==> src/rtl/lcd_bus_arbiter.sv <==
`timescale 1ns/1ps
// Two-port round-robin byte writer that owns the HD44780 pins and all of their timing.
// Latency: ack on the grant edge N, en high N+S..N+S+E, done at N+S+E+H+W (W long for clear/home).
// Backpressure: requesters hold req until ack; requests are only evaluated in IDLE, never dropped.
module lcd_bus_arbiter #(
    parameter int unsigned POWERUP_CYC   = 2250000,
    parameter int unsigned SETUP_CYC     = 2,
    parameter int unsigned EN_CYC        = 25,
    parameter int unsigned HOLD_CYC      = 2,
    parameter int unsigned WAIT_CYC      = 2500,
    parameter int unsigned LONG_WAIT_CYC = 82000
) (
    input  logic       clk,
    input  logic       rst,
    input  logic       req0,
    input  logic       req1,
    input  logic       rs0,
    input  logic       rs1,
    input  logic [7:0] data0,
    input  logic [7:0] data1,
    output logic       ack0,
    output logic       ack1,
    output logic       done0,
    output logic       done1,
    output logic       busy,
    output logic       rs,
    output logic       rw,
    output logic       en,
    output logic [7:0] dados
);

    function automatic int unsigned max_u(input int unsigned a, input int unsigned b);
        return (a > b) ? a : b;
    endfunction

    // The counter only ever holds (parameter - 1), so clog2 of the largest parameter is enough.
    localparam int unsigned MAX_CYC = max_u(max_u(max_u(POWERUP_CYC, SETUP_CYC), max_u(EN_CYC, HOLD_CYC)),
                                            max_u(WAIT_CYC, LONG_WAIT_CYC));
    localparam int unsigned CNT_W   = (MAX_CYC < 2) ? 1 : $clog2(MAX_CYC);

    typedef enum logic [2:0] {
        ST_PWRUP,
        ST_IDLE,
        ST_SETUP,
        ST_PULSE,
        ST_HOLD,
        ST_WAIT
    } state_t;

    state_t             r_state;
    state_t             w_state_nxt;
    logic [CNT_W-1:0]   r_cnt;
    logic [CNT_W-1:0]   w_cnt_nxt;
    logic [CNT_W-1:0]   w_lim;
    logic               w_cnt_done;
    logic               w_long;

    logic               r_rs;
    logic [7:0]         r_dados;
    logic               r_en;
    logic               r_busy;
    logic               r_ack0;
    logic               r_ack1;
    logic               r_done0;
    logic               r_done1;
    logic               r_last;
    logic               r_owner;

    logic               w_rs_nxt;
    logic [7:0]         w_dados_nxt;
    logic               w_ack0_nxt;
    logic               w_ack1_nxt;
    logic               w_done0_nxt;
    logic               w_done1_nxt;
    logic               w_last_nxt;
    logic               w_owner_nxt;
    logic               w_sel;

    // Clear (0x01) and return-home (0x02/0x03) commands need the long execution wait.
    assign w_long     = ~r_rs && (r_dados[7:2] == 6'd0) && (r_dados != 8'd0);
    assign w_cnt_done = (r_cnt == w_lim);

    // Terminal count for the state currently being timed.
    always_comb begin
        w_lim = '0;
        case (r_state)
            ST_PWRUP: w_lim = CNT_W'(POWERUP_CYC - 1);
            ST_SETUP: w_lim = CNT_W'(SETUP_CYC - 1);
            ST_PULSE: w_lim = CNT_W'(EN_CYC - 1);
            ST_HOLD:  w_lim = CNT_W'(HOLD_CYC - 1);
            ST_WAIT:  w_lim = w_long ? CNT_W'(LONG_WAIT_CYC - 1) : CNT_W'(WAIT_CYC - 1);
            default:  w_lim = '0;
        endcase
    end

    // Next state, arbitration and one-cycle pulse generation.
    always_comb begin
        w_state_nxt = r_state;
        w_cnt_nxt   = r_cnt + 1'b1;
        w_rs_nxt    = r_rs;
        w_dados_nxt = r_dados;
        w_ack0_nxt  = 1'b0;
        w_ack1_nxt  = 1'b0;
        w_done0_nxt = 1'b0;
        w_done1_nxt = 1'b0;
        w_last_nxt  = r_last;
        w_owner_nxt = r_owner;
        w_sel       = r_last;
        case (r_state)
            ST_PWRUP: if (w_cnt_done) begin
                w_state_nxt = ST_IDLE;
                w_cnt_nxt   = '0;
            end
            ST_IDLE: begin
                w_cnt_nxt = '0;
                if (req0 || req1) begin
                    // On a tie the port that did not win last time goes first.
                    w_sel       = (req0 && req1) ? ~r_last : req1;
                    w_state_nxt = ST_SETUP;
                    w_rs_nxt    = w_sel ? rs1 : rs0;
                    w_dados_nxt = w_sel ? data1 : data0;
                    w_ack0_nxt  = ~w_sel;
                    w_ack1_nxt  = w_sel;
                    w_last_nxt  = w_sel;
                    w_owner_nxt = w_sel;
                end
            end
            ST_SETUP: if (w_cnt_done) begin
                w_state_nxt = ST_PULSE;
                w_cnt_nxt   = '0;
            end
            ST_PULSE: if (w_cnt_done) begin
                w_state_nxt = ST_HOLD;
                w_cnt_nxt   = '0;
            end
            ST_HOLD: if (w_cnt_done) begin
                w_state_nxt = ST_WAIT;
                w_cnt_nxt   = '0;
            end
            ST_WAIT: if (w_cnt_done) begin
                w_state_nxt = ST_IDLE;
                w_cnt_nxt   = '0;
                w_done0_nxt = ~r_owner;
                w_done1_nxt = r_owner;
            end
            default: begin
                w_state_nxt = ST_PWRUP;
                w_cnt_nxt   = '0;
            end
        endcase
    end

    // State, counter and registered pin/handshake outputs; en and busy follow the next state.
    always_ff @(posedge clk) begin
        if (rst) begin
            r_state <= ST_PWRUP;
            r_cnt   <= '0;
            r_rs    <= 1'b0;
            r_dados <= 8'h00;
            r_en    <= 1'b0;
            r_busy  <= 1'b1;
            r_ack0  <= 1'b0;
            r_ack1  <= 1'b0;
            r_done0 <= 1'b0;
            r_done1 <= 1'b0;
            r_last  <= 1'b1;
            r_owner <= 1'b0;
        end else begin
            r_state <= w_state_nxt;
            r_cnt   <= w_cnt_nxt;
            r_rs    <= w_rs_nxt;
            r_dados <= w_dados_nxt;
            r_en    <= (w_state_nxt == ST_PULSE);
            r_busy  <= (w_state_nxt != ST_IDLE);
            r_ack0  <= w_ack0_nxt;
            r_ack1  <= w_ack1_nxt;
            r_done0 <= w_done0_nxt;
            r_done1 <= w_done1_nxt;
            r_last  <= w_last_nxt;
            r_owner <= w_owner_nxt;
        end
    end

    assign ack0  = r_ack0;
    assign ack1  = r_ack1;
    assign done0 = r_done0;
    assign done1 = r_done1;
    assign busy  = r_busy;
    assign rs    = r_rs;
    assign rw    = 1'b0;
    assign en    = r_en;
    assign dados = r_dados;

endmodule
==> config.mk <==
export PLATFORM = sky130hd
export DESIGN_NAME = lcd_bus_arbiter
export DESIGN_NICKNAME = d
export VERILOG_FILES = /design/src/rtl/lcd_bus_arbiter.sv
export SDC_FILE = /design/constraint.sdc
export NUM_CORES = 1
export LEC_CHECK = 0
export CORE_ASPECT_RATIO = 0.7
export CORE_MARGIN = 8
export CORE_UTILIZATION = 55
export CTS_BUF_LIST = sky130_fd_sc_hd__clkbuf_16
export DETAILED_ROUTE_END_ITERATION = 10
export GPL_TIMING_DRIVEN = 1
export MAX_ROUTING_LAYER = met4
export PLACE_DENSITY_LB_ADDON = 0.2
export SLEW_MARGIN = 10
export SYNTH_ARGS = -nofsm -noshare
export SYNTH_HDL_FRONTEND = slang
export SYNTH_SLANG_ARGS = --single-unit
==> constraint.sdc <==
create_clock -name clk -period 6.3 [get_ports clk]
set_input_delay 1.89 -clock clk [delete_from_list [all_inputs] [get_ports clk]]
set_output_delay 1.89 -clock clk [all_outputs]
set_load 0.05 [all_outputs]
**Word level (Yosys, flattened, before mapping)**

Cells that the tools add are included.

- Input bits: 22
- Register bits: 42
- Logic and storage cells: 55
- Output and inout port bits: 16

- $add $sub $neg: 1
- Muxes and demuxes: 11
- Reduce and logical (&&, ||, !) cells: 14
- Eq/ne operators: 8
- Bitwise logic cells: 9

Operator list:

| kind | count |
|---|---|
| $pmux 22 s4 | 1 |
| $add 22x1->22 const B | 1 |
| $eq 22x22->1 | 1 |
| $mux 17 | 1 |
| $mux 3 | 5 |
| $pmux 3 s5 | 1 |
| $eq 3x2->1 const B | 3 |
| $not 1->1 | 9 |
| $reduce_or 3->1 | 3 |
| $mux 8 | 1 |
| $reduce_bool 8->1 | 1 |
| $eq 3x3->1 const B | 2 |
| $logic_not 6->1 | 1 |
| $reduce_or 5->1 | 1 |
| $reduce_or 2->1 | 2 |
| $eq 3x1->1 const B | 1 |
| $logic_and 1x1->1 | 3 |
| $logic_not 3->1 | 1 |
| $ne 3x1->1 const B | 1 |
| $mux 1 | 2 |
| $reduce_and 2->1 | 1 |
| $logic_or 1x1->1 | 1 |

**Logic depth before layout (Yosys ltp)**

- Depth in word-level cells: 9
- Depth in mapped cells: 9
- Depth with buffers taken out: 6

**Worst setup path before layout**

OpenSTA, ideal clock, no wires.

- Path kind: input port to flip-flop
- Start: in req1
- End: reg r_dados[0], in the netlist dados[0]
- Arrival: 2.741 ns
- Cell stages on the path: 6
- Required time: 6.172 ns
- Path buffers: 1
- Path slack: 3.431 ns
- Setup time: 0.128 ns
- Cell sequence: nor2_1 or2_2 clkbuf_1 nor2_1 a222oi_1 nor2_1

- Cells in the longest elaborated chain, start to end: 3
- Elaborated cells between the ends (all ways): 5
- Those cells by class: 2 x mux; 3 x reduce/logical

Ends and longest elaborated chain:

| element | line | text |
|---|---|---|
| start, declared | 16 | `input logic req1,` |
| $logic_and 1x1->1 | 118 | `w_sel = (req0 && req1) ? ~r_last : req1;` |
| $mux 1 | 118 |  |
| $mux 8 | 121 | `w_dados_nxt = w_sel ? data1 : data0;` |
| end signal, assigned | 172 | `r_dados <= w_dados_nxt;` |
| end, declared | 59 | `logic [7:0] r_dados;` |

Parallel ways exist; a longest one is shown, timed or not.
A chain may end at the register's enable or synchronous reset.

**Final worst setup path**

- Start: in rst
- End: reg r_cnt[15]

- Cells in the longest elaborated chain, start to end: 1

Ends and longest elaborated chain:

| element | line | text |
|---|---|---|
| start, declared | 14 | `input logic rst,` |
| $reduce_or 3->1 (no source line) | -- |  |
| end signal, assigned | 170 | `r_cnt <= w_cnt_nxt;` |
| end, declared | 52 | `logic [CNT_W-1:0] r_cnt;` |

Every way passes these cells.

==> impl_metrics.ini <==
[outcome]
run_status = complete, no violations

[logic_synthesis]
synth_seq_cells = 42
synth_edf_count = 0
syn_area_um2 = 2240
synth_nets = 289
synth-main-ff-cell = dfxtp_1
ys_types = 53
yosys.cell_count.top_type = dfxtp_1
synth_seq_area_share = 0.375
synth_cells = 266
synth_area_leaders = dfxtp_1 (38%), nor3_1 (8.0%), xor2_1 (6.3%), nor2_1 (4.4%), nand3_1 (3.1%)
postSynthAreaPerCell_um2 = 8.42
yosysTopAreaCell = dfxtp_1
async_flop_share = 0
synth_common_cells = dfxtp_1 (42), nor3_1 (36), nor2_1 (26)
yosysWarnings = 0
synth_top_area_share = 0.375

[sta]
max_slew_margin = 0.383
whs_ps = 478
setup_ws_ps = 2690
maxSlewViolCount = 0
rsz0062_at_grt = false
fin_skew_ps = 6.46
worst_pin_slew_ps = 918
setup_viol = 0
fmax_mhz = 277
hold_viol = 0
tns_ps = 0
fin_crit_ps = 3610
finalCritPeriodShare = 0.574

[cts]
cts_htree_levels = 2
cts_resized = 0
cts_hold_buf = 0
clock_sinks = 42
cts_buffers = 5
root_buffer = clkbuf_16
clk_pin_slew_ps = 60
post_cts_buffers = 0
clk_path_buf_depth = 2
insertion_delay_ps = 280
cts_tree = done

[routing]
num_vias = 2181
wl_per_cell_um = 17.3
wirelength_um = 5940
post-route-drc-count = 0
routed_via_density = 6.34
drtIter0Drc = 156
ant_nets = 0
dr.pass1.iters = 5

[die]
core_area_um2 = 3920
dieArea_um2 = 6410
die_h_um = 69.4
start_util = 0.571
rows = 19
boundaryPins = 38
die_w_um = 92.3

[worst_setup_path]
critPathMaxFanout = 22
critPathKind = in -> reg
end_kind = flip-flop
cp.required_ps = 6500
path_buf_inv = 1
startpoint_type = primary input
cp_cell_sequence = clkdlybuf4s50_1 -> a21oi_1 -> nand2_1 -> nor3_1
reg2reg_depth = 6
cp-startpoint = rst
r2r_start = r_state[0]$_SDFF_PP0_
arrival_ps = 3810
worstReg2RegEnd = r_cnt[15]$_SDFF_PP0_
slowest_delay_ps = 760
path_depth = 4
rrSetupSlack_ps = 3470
path_delay_family = simple AND/OR/NAND/NOR gates
slowest_stage = clkdlybuf4s50_1

[min_path]
whs_path_depth = 1
hp-start = r_last$_SDFFE_PP1P_
min_path_type = reg -> reg
hold-path-endpoint = r_last$_SDFFE_PP1P_

[grt]
gr-total-overflow = 0
grt_usage = 0.192
grt_max_degree = 25
grt_pass1_vias = 2041
grt_pass1_wl_um = 9860
antenna_found_initial = 0

[placed_design]
numPortBuffers = 36
hpwl_um = 4300
dpl-instance-area_um2 = 2570
pre_cts_slack_ps = 2430
placedCellCount = 336
place.gp.congestion = 0.911

[cells_and_area]
antennaDiodeCount = 0
syn_to_final_growth_pct = 22.0
stdcell_count = 344
fin_nets = 314
drive_gt1_frac = 0.0582
final_area_um2 = 2730

[pwr]
p_per_area_nw_per_um2 = 213
p_leak_nw = 0.937
vdd_drop_max_mv = 0.151

[flow_run]
drv_cap = 0
cell families after synthesis:
family          Yosys count  synth area share
other cells               1           0.00167
compound gates           35             0.117
simple gates            140             0.352
flops                    42             0.375
buf+inv                  23            0.0525
xor+xnor                 22            0.0860
fa+ha+maj                 1           0.00558
mux                       2           0.00949
worst max path at each step:
stage / endpoint / slack [ps]
2_1_floorplan: dados[0]$_SDFFE_PP0P_ / 3430
3_3_place_gp: r_cnt[1]$_SDFF_PP0_ / 2460
3_5_place_dp: r_cnt[21]$_SDFF_PP0_ / 2430
4_1_cts: r_cnt[21]$_SDFF_PP0_ / 2720
5_1_grt: r_cnt[9]$_SDFF_PP0_ / 2470
6_report: r_cnt[15]$_SDFF_PP0_ / 2690
where the power goes:
group          internal, mW  leakage, nW  switching (mW)
clock network         0.184       0.0864          0.0998
logic                0.0155        0.512          0.0108
registers             0.267        0.339         0.00371
total                 0.467        0.937           0.114
sequential cells by signal (all words and copies together), names as in the netlist:
| register | cells |
|---|---|
| ack1 | 1 |
| r_owner | 1 |
| dados | 8 |
| r_state | 3 |
| done0 | 1 |
| r_last | 1 |
| en | 1 |
| rs | 1 |
| ack0 | 1 |
| r_cnt | 22 |
| done1 | 1 |
| busy | 1 |
per-layer routing:
layer	global-route usage	wire, um	vias up
li1	-	-	1035
met1	0.263	2720	1004
met2	0.273	2580	134
met3	0.0422	573	8
met4	0.0587	66	0
met5	-	0	-
cell type report:
type                            instances  area [um2]
Fill cell                             331        1190
Inverter                                4        15.0
Timing Repair Buffer                   37         368
Clock buffer                            5         125
Sequential cell                        42         841
Tap cell                               52        65.1
Multi-Input combinational cell        201        1280
Clock inverter                          3        37.5
placed cells by master (no fill, tap or decap), types with 5 or more instances in the layout:
master | synthesis | final
clkbuf_16 | 0 | 5
clkdlybuf4s50_1 | 0 | 36
dfxtp_1 | 42 | 42
inv_1 | 4 | 6
nand2_1 | 12 | 12
nand3_1 | 14 | 14
nand4_1 | 8 | 8
nand4b_1 | 5 | 5
nor2_1 | 26 | 26
nor3_1 | 36 | 36
nor4_1 | 9 | 9
o22ai_1 | 6 | 6
xnor2_1 | 6 | 6
xor2_1 | 16 | 16
per-stage QoR:
| step | power [mW] | util |
|---|---|---|
| after CTS | 0.581 | 0.697 |
| after floorplan | 0.287 | - |
| after global routing | 0.595 | 0.697 |
| after global placement | 0.302 | 0.656 |
| after detailed placement | 0.303 | 0.656 |
| final | 0.581 | 0.697 |
Note: power is estimated with default switching activity, not from simulation.
